`src/rtl/lsu_dccm_arb.sv`:
```
// DCCM command arbiter: LSU pipe, DMA slave and store-buffer drain share
// one single-ported DCCM; aging counters keep DMA and drain from starving.
module lsu_dccm_arb #(
   parameter int DCCM_BITS        = 16,
   parameter int DCCM_FDATA_WIDTH = 39,
   parameter int DMA_MAX_WAIT     = 4,
   parameter int SB_MAX_WAIT      = 8
) (
   input  logic                        clk,
   input  logic                        rst_l,
   input  logic                        lsu_freeze_dc3,
   input  logic                        lsu_req,
   input  logic                        lsu_wr,
   input  logic [DCCM_BITS-1:0]        lsu_addr_lo,
   input  logic [DCCM_BITS-1:0]        lsu_addr_hi,
   input  logic [DCCM_FDATA_WIDTH-1:0] lsu_wr_data,
   output logic                        lsu_stall,
   output logic                        lsu_rd_valid,
   input  logic                        dma_req,
   input  logic                        dma_wr,
   input  logic [DCCM_BITS-1:0]        dma_addr,
   input  logic [DCCM_FDATA_WIDTH-1:0] dma_wr_data,
   output logic                        dma_gnt,
   output logic                        dma_rd_valid,
   input  logic                        sb_req,
   input  logic [DCCM_BITS-1:0]        sb_addr,
   input  logic [DCCM_FDATA_WIDTH-1:0] sb_wr_data,
   output logic                        sb_gnt,
   output logic                        dccm_wren,
   output logic                        dccm_rden,
   output logic [DCCM_BITS-1:0]        dccm_wr_addr,
   output logic [DCCM_BITS-1:0]        dccm_rd_addr_lo,
   output logic [DCCM_BITS-1:0]        dccm_rd_addr_hi,
   output logic [DCCM_FDATA_WIDTH-1:0] dccm_wr_data
);

   localparam int DAW = $clog2(DMA_MAX_WAIT + 1);
   localparam int SAW = $clog2(SB_MAX_WAIT + 1);

   logic [DAW-1:0] dma_age_q;
   logic [SAW-1:0] sb_age_q;
   logic           rd_lsu_q;
   logic           rd_dma_q;
   logic           dma_aged;
   logic           sb_aged;
   logic           lsu_win;
   logic           dma_win;
   logic           sb_win;
   logic           frz;

   assign frz      = lsu_freeze_dc3;
   assign dma_aged = (dma_age_q == DAW'(DMA_MAX_WAIT));
   assign sb_aged  = (sb_age_q == SAW'(SB_MAX_WAIT));

   // Aged requesters jump the LSU; DMA wins when both are aged.
   always_comb begin
      lsu_win = 1'b0;
      dma_win = 1'b0;
      sb_win  = 1'b0;
      if (!frz) begin
         priority case (1'b1)
            dma_req && dma_aged: dma_win = 1'b1;
            sb_req && sb_aged:   sb_win  = 1'b1;
            lsu_req:             lsu_win = 1'b1;
            dma_req:             dma_win = 1'b1;
            sb_req:              sb_win  = 1'b1;
            default: ;
         endcase
      end
   end

   assign lsu_stall = lsu_req & ~lsu_win;
   assign dma_gnt   = dma_win;
   assign sb_gnt    = sb_win;

   always_comb begin
      dccm_wren       = 1'b0;
      dccm_rden       = 1'b0;
      dccm_wr_addr    = '0;
      dccm_wr_data    = '0;
      dccm_rd_addr_lo = '0;
      dccm_rd_addr_hi = '0;
      unique case (1'b1)
         lsu_win: begin
            if (lsu_wr) begin
               dccm_wren    = 1'b1;
               dccm_wr_addr = lsu_addr_lo;
               dccm_wr_data = lsu_wr_data;
            end else begin
               dccm_rden       = 1'b1;
               dccm_rd_addr_lo = lsu_addr_lo;
               dccm_rd_addr_hi = lsu_addr_hi;
            end
         end
         dma_win: begin
            if (dma_wr) begin
               dccm_wren    = 1'b1;
               dccm_wr_addr = dma_addr;
               dccm_wr_data = dma_wr_data;
            end else begin
               dccm_rden       = 1'b1;
               dccm_rd_addr_lo = dma_addr;
               dccm_rd_addr_hi = dma_addr;
            end
         end
         sb_win: begin
            dccm_wren    = 1'b1;
            dccm_wr_addr = sb_addr;
            dccm_wr_data = sb_wr_data;
         end
         default: ;
      endcase
   end

   always_ff @(posedge clk or negedge rst_l) begin
      if (!rst_l) begin
         dma_age_q <= '0;
         sb_age_q  <= '0;
         rd_lsu_q  <= 1'b0;
         rd_dma_q  <= 1'b0;
      end else if (!frz) begin
         rd_lsu_q <= lsu_win & ~lsu_wr;
         rd_dma_q <= dma_win & ~dma_wr;
         if (dma_req && !dma_win) begin
            if (!dma_aged) dma_age_q <= dma_age_q + 1'b1;
         end else begin
            dma_age_q <= '0;
         end
         if (sb_req && !sb_win) begin
            if (!sb_aged) sb_age_q <= sb_age_q + 1'b1;
         end else begin
            sb_age_q <= '0;
         end
      end
   end

   assign lsu_rd_valid = rd_lsu_q & ~frz;
   assign dma_rd_valid = rd_dma_q & ~frz;

endmodule

```
`config.mk`:
```
export PLATFORM = sky130hd
export DESIGN_NAME = lsu_dccm_arb
export DESIGN_NICKNAME = d
export VERILOG_FILES = /design/src/rtl/lsu_dccm_arb.sv
export SDC_FILE = /design/constraint.sdc
export NUM_CORES = 1
export LEC_CHECK = 0
export ABC_AREA = 1
export CORE_AREA = 2 2 109 111
export DETAILED_ROUTE_END_ITERATION = 12
export DIE_AREA = 0 0 111 113
export PLACE_DENSITY_LB_ADDON = 0.2
export SYNTH_ARGS = -nofsm -noshare
export SYNTH_HDL_FRONTEND = slang
export SYNTH_SLANG_ARGS = --single-unit
```
`constraint.sdc`:
```
create_clock -name clk -period 1.97 [get_ports clk]
set_input_delay 0.394 -clock clk [delete_from_list [all_inputs] [get_ports clk]]
set_output_delay 0.394 -clock clk [all_outputs]
set_load 0.01 [all_outputs]
```
* After elaboration in Yosys (flattened, before gate mapping)
Cells that the tools add are included.
Word-level totals: bits in latches 0, flip-flop bits (word level) 9, RAM bits 0, input port bits 189, memories 0, bits in read-only memories 0
Cells by class: order comparisons 0, muxes and demuxes 36, equal/unequal tests 4, multipliers 0, add/subtract/negate cells 2, shift-type cells 0, reduce and logical (&&, ||, !) cells 8, div/mod/pow operators 0, bitwise operators 9
Operators by type and width (number):
- 39-bit case mux with 3 select lines | 1
- 16-bit 2-to-1 mux | 5
- 39-bit 2-to-1 mux | 2
- 16-bit case mux with 2 select lines | 2
- 16-bit case mux with 3 select lines | 1
- 1-bit 2-to-1 mux | 19
- 4-bit 2-to-1 mux | 2
- 3-bit 2-to-1 mux | 2
- 1-bit bitwise AND | 5
- 4-bit by 1-bit adder with 4-bit output, second input constant | 1
- 4-bit == test, second input constant | 1
- 1-bit logical AND | 4
- 2-bit != test, second input constant | 2
- 1-bit NOT | 4
- 2-bit AND reduction | 2
- 3-bit by 1-bit adder with 3-bit output, second input constant | 1
- 3-bit == test, second input constant | 1
- 1-bit case mux with 3 select lines | 1
- 1-bit logical NOT | 2
- 1-bit case mux with 2 select lines | 1

* Depth between registers and ports, before layout
depth after elaboration 10, depth in mapped cells 11, depth with buffers taken out 10

* Least setup slack after synthesis
Ideal clock, no wire load.
path kind reg2out, from register sb_age_q[0], to output port dccm_rd_addr_hi[10], stages on the path, launching flop included 12, data required time 1576 ps, data arrival time 1453 ps, path slack 123 ps, cell sequence dfrtp_1 inv_1 ha_1 nand2_1 inv_1 nand2_2 nand3_1 nand2_1 buf_6 buf_6 nand3_2 nand2_1
On the way: word-level cells in the longest chain between the ends 6, elaborated cells between the ends (all ways) 9
Ends and longest elaborated chain:
- start: declaration | line 41 | logic [SAW-1:0] sb_age_q;
- start signal: assignment | line 130 | if (!sb_aged) sb_age_q <= sb_age_q + 1'b1;
- 4-bit == test * | line 53 | assign sb_aged = (sb_age_q == SAW'(SB_MAX_WAIT));
- 1-bit logical AND * | line 63 | sb_req && sb_aged: sb_win = 1'b1;
- 1-bit 2-to-1 mux (2 in a row) | line 61 | priority case (1'b1)
- 1-bit 2-to-1 mux | line 60 | if (!frz) begin
- 16-bit case mux with 2 select lines * | line 83 | unique case (1'b1)
- end: declaration | line 33 | output logic [DCCM_BITS-1:0] dccm_rd_addr_hi,
Every way passes the cells marked *; elsewhere a longest branch is shown, timed or not.

* Worst setup path in the final report
from register sb_age_q[1], to output port dccm_wr_addr[5]
On the way: word-level cells in the longest chain between the ends 6, elaborated cells between the ends (all ways) 12
Ends and longest elaborated chain:
- 4-bit == test * | line 53
- 1-bit logical AND * | line 63
- 1-bit 2-to-1 mux (2 in a row) | line 61
- 1-bit 2-to-1 mux | line 60
- 16-bit case mux with 3 select lines * | line 83
- end: declaration | line 31 | output logic [DCCM_BITS-1:0] dccm_wr_addr,
Marks and branches as above.

==> qor.txt <==
Status = finished, violations left
Failing checks = negative setup slack
Largest net degree at the start of global routing = 32
Routability congestion estimate from global placement = 0.849
DR iter-0 viols = 330
Max Clock Freq = 0.442 GHz
YS warnings = 0
Die Ht = 113 microns
Fraction of layout cells with a size suffix above 1 = 0.464
Total GRT Usage = 0.289
Synth top area share = 0.290
CTS clk-pin slew, worst paths = 0.04 ns
Sequential area share after synthesis = 0.0892
Clk sinks = 9
Post-synthesis instance total = 441
Post-layout util = 0.666
Post-route setup slack = -0.291 ns
Number of CTS-inserted buffers = 3
Internal = 1.28 mW
Worst EP required = 1.58 ns
Drc violations = 0
HPWL Detailed = 11700 microns
P per Cell Area = 266 nW/um^2
Combinational share of power = 0.712
Worst setup EP type = primary output
Clock Path Buffers = 2
Maxcap violations = 0
Hold Slack = 0.468 ns
Synth Net Count = 634
Place WS = -0.790 ns
Power share of the clock group = 0.182
Initial Util = 0.224
Area Overhead vs Synth = 197%
Final WL = 19800 microns
Psw = 0.715 mW
Number of rows in the core area = 39
Htree depth = 1
Total grt overflow = 0
Vias = 5138
First-pass GRT wire length = 29000 microns
Worst Path Max Fanout = 8
Yosys reg bits = 9
Post-layout min period = 2.26 ns
Core ar. = 11300 sq um
Pleak = 3.45 nW
CTS tree = yes
RSZ-0062 raised after global routing = true
First-pass DRT Iterations = 8
I/O pin count = 283
Avg WL per Cell = 21.7 microns
Tcrit/Tclk final = 1.15
Number of global-route vias before repair = 5300
Final Slew Violations = 0
Die width = 111 microns
Die area = 12500 sq um
Final hold vios = 0
VDD IR max = 0.338 mV
Yosys cell types = 20
Sw Share = 0.358
Critical path type = reg -> out
Mean Syn Cell Area = 5.73 sq um
Post-route ant nets = 0
Initial antenna violation count = 1
Seq pwr share = 0.106
Worst Tran Pin Value = 0.434 ns
Nets@finish = 966
Drt via density = 5.61
Post-Syn Area = 2530 sq um
Finish-stage setup viols = 92
CP startpoint kind = flop
Clock latency on the worst-skew pair = 0.24 ns
Clk Tree Root Cell = clkbuf_16
Area contributors post-synth = nand4_1 (29%), nand3_1 (24%), nand2_1 (13%)
Post-synth top area cell = nand4_1
Final Skew = 0.00236 ns
Design Power = 2.00 mW
PortBufs = 282
Relative slew slack = 0.710
Hold crit path type = in -> async
WP data arrival = 1.87 ns
[power groups by stage]
stage	Combinational (mW)	Clock, mW	Sequential [mW]
floorplan	0.331	0	0.217
global placement	1.05	0	0.212
detailed placement	1.06	0	0.213
CTS	1.33	0.364	0.211
global route	1.50	0.370	0.214
finish	1.42	0.364	0.212
[Yosys cell counts]
master / instances
nand3_1: 122
buf_2: 18
nand4_1: 117
nand2_1: 89
inv_2: 2
nor2_1: 3
buf_4: 6
clkbuf_1: 22
buf_6: 7
nand3_2: 12
clkinv_1: 1
a21oi_1: 1
o21ai_0: 4
dfrtp_1: 9
xor2_1: 2
nand2_2: 1
inv_1: 16
buf_1: 2
ha_1: 4
nor2_2: 3
[critical path, cell delays in order (launching register included)]
cell	delay [ns]
dfrtp_1	0.38
inv_2	0.08
ha_4	0.13
nand2_2	0.04
inv_2	0.06
nand2_4	0.08
nand3_4	0.08
nand2_4	0.08
buf_6	0.14
buf_12	0.13
buf_16	0.15
nand3_2	0.07
nand3_2	0.07
buf_6	0.12
[final timing paths]
check,from,to,slack (ns),cells after the start
min reg2reg,rd_lsu_q,rd_lsu_q,0.56,2
max in group asynchronous,rst_l,rd_dma_q,1.20,1
max,sb_age_q[1],dccm_wr_addr[5],-0.29,13
min in group clk,rd_lsu_q,rd_lsu_q,0.56,2
min,rst_l,rd_lsu_q,0.47,1
max reg2reg,sb_age_q[1],dma_age_q[1],0.13,12
[through the flow]
step / area, sq um / std cells / TNS [ns]
2_1_floorplan: 2530 / 441 / 0
3_3_place_gp: 5650 / 854 / -65.11
3_5_place_dp: 5650 / 854 / -68.50
4_1_cts: 7040 / 907 / -19.31
5_1_grt: 7510 / 916 / -26.96
6_report: 7510 / 916 / -20.98
[final cells by class]
class	instances	area (sq um)
timing repair buffer	382	4200
fill	925	3770
multi-input combinational	358	2740
sequential	9	225
tap	143	179
clock buffer	4	78.8
inverter	19	78.8
antenna	1	2.50
[layer usage]
| metal | up-vias | GRT usage | share of wire |
|---|---|---|---|
| met3 | 80 | 0.0621 | 0.088 |
| met5 | - | 0 | 0 |
| met2 | 344 | 0.535 | 0.51 |
| li1 | 2316 | - | - |
| met4 | 0 | 0.122 | 0.045 |
| met1 | 2398 | 0.320 | 0.35 |
[kinds of logic (layout without fill, tap and decap cells)]
logic type | after synthesis | after routing | share of synthesized area
AND/OR/NAND/NOR | 347 | 347 | 0.726
XOR/XNOR | 2 | 2 | 0.00694
flip-flops | 9 | 9 | 0.0892
adder cells (fa/ha/maj) | 4 | 4 | 0.0198
buffers and inverters | 74 | 405 | 0.149
other | 0 | 1 | 0
AO/OA/AOI/OAI | 5 | 5 | 0.00990
[placed cells by master (no fill, tap or decap), drive strengths merged]
master and n:
a21oi 1, xor2 2, buf 188, clkbuf 8
ha 4, nand2 90, o21ai 4, nor2 6
nand3 134, clkdlybuf4s50 184, nand4 117, dfrtp 9
inv 18, dlygate4sd2 4, bufbuf 2, diode 1
clkinv 1
[state kept, by name, indices dropped and copies added (netlist names)]
signal	count
rd_dma_q	1
dma_age_q	3
rd_lsu_q	1
sb_age_q	4
[repair_timing]
action / 4_1_cts / 5_1_grt
endpoints found under the setup margin: 94 / 92
pin swaps: 49 / 24
hold buffers: 0 / 0
buffers inserted: 28 / 11
cloned: 22 / 3
resized for setup: 580 / 88
Note: power is estimated with default switching activity, not from simulation.
==> variant, RTL diff (same flow settings) <==
Set the parameter `DMA_MAX_WAIT` to 2 (it was 4).
--- a/src/rtl/lsu_dccm_arb.sv
+++ b/src/rtl/lsu_dccm_arb.sv
@@ -4,5 +4,5 @@
    parameter int DCCM_BITS        = 16,
    parameter int DCCM_FDATA_WIDTH = 39,
-   parameter int DMA_MAX_WAIT     = 4,
+   parameter int DMA_MAX_WAIT     = 2,
    parameter int SB_MAX_WAIT      = 8
 ) (
Behaviour: not the same (a bounded check fails within 4 cycles, from zero or initial values and one cycle with rst_l low).
==> variant against the original RTL <==
- largest cell class unchanged
- total power grew 10%
- wire length shrank 7.9%
- critical endpoint is now dccm_rd_addr_lo[8]
- sequential cell count shrank 1
- setup slack lost 0.077 ns
- non-clock buffer count grew 5
- the run still ends with setup timing left
- area after synthesis grew 1.5%
- global-route usage shrank 4.0 points
- final cell count grew 11%
- design area grew 3.6%
- critical path depth is the same
==> variant: results (changes against the original RTL) <==
[grt]
grt_usage_pct=24.88  ; was 28.90%
grt_max_degree=25  ; was 32
antenna_found_initial=0  ; was 1
grt_pass1_wl_mm=25.20  ; was 28.97 mm

[logic_synthesis]
syn_area_um2=2565  ; was 2526 um^2
syn_nets=716  ; was 634
synth_area_per_cell_um2=4.895  ; was 5.728 um^2
yosys-top-cells-count=nand2_1, nand3_1, inv_1  ; was nand3_1, nand4_1, nand2_1

[timing]
setup_viol=93  ; was 92
fin_skew_ns=0.0004413  ; was 0.002363 ns
setup_ws_ns=-0.3682  ; was -0.2908 ns

[run_status]
violations=setup timing  ; unchanged
status=complete, but fails checks  ; unchanged

[cells_and_area]
reg_top3=sb_age_q x4, dma_age_q x2  ; was sb_age_q x4, dma_age_q x3
inverters=72  ; was 19
n_antenna_cell=0  ; was 1
final_nets=1072  ; was 966
n_fill_cell=837  ; was 925
buffers=387  ; was 382

[critical_path]
rrSetupSlack_ns=-0.29  ; was 0.13 ns
timing.rr.start=dma_age_q[0]  ; was sb_age_q[1]
cp_max_fo=7  ; was 8
worstReg2RegEnd=dma_age_q[0]  ; was dma_age_q[1]
cp.arrival_ns=1.94  ; was 1.87 ns

[power_and_ir_drop]
leakagePower_nw=4.213  ; was 3.451 nW
pg_clk_uw=343  ; was 364 uW
powerDensity_nw_per_um2=283.3  ; was 266.3 nW/um^2
max-vdd-ir-drop_mv=0.5417  ; was 0.3378 mV

[route]
via_per_inst=4.843  ; was 5.609

[placed_design]
hpwl_mm=10.76  ; was 11.75 mm
gp_congestion=0.9526  ; was 0.8485

[clock_network]
ctsResizeCount=578  ; was 580
cts_setup_buffers=49  ; was 28

-- variant: changes by cell type after synthesis, sizes merged, moves of 3 or more --
cell,before,now
inv,18,70
nand2,90,254
nor2,6,9
nand4,117,7
nand3,134,131
clkbuf,22,6
buf,33,30
-- variant: cell families (layout without fill, tap and decap cells) --
logic type	count (synthesis)	in the layout	share of synthesized area (%)
AOI/OAI and AO/OA	3	3	0.5852
xor gates and xnor gates	1	1	0.3415
adders and majority gates	3	3	1.464
buffers and inverters	108	462	20.54
DFF	8	8	7.805
and+or+nand+nor	401	401	69.27
-- variant: metrics by stage --
step                power (mW)  TNS, ns
detailed placement       1.335   -63.10
CTS                      2.007   -23.85
global placement         1.326   -59.92
floorplan               0.5836        0
finish                   2.202   -26.38
global route             2.308   -32.09
-- variant: routing by layer --
layer	GRT usage (%)	vias to the layer above	wire length, um
li1	-	2355	-
met1	28.34	2314	6950
met2	47.24	231	9730
met3	3.964	45	1046
met4	8.333	0	547
met5	0	-	0
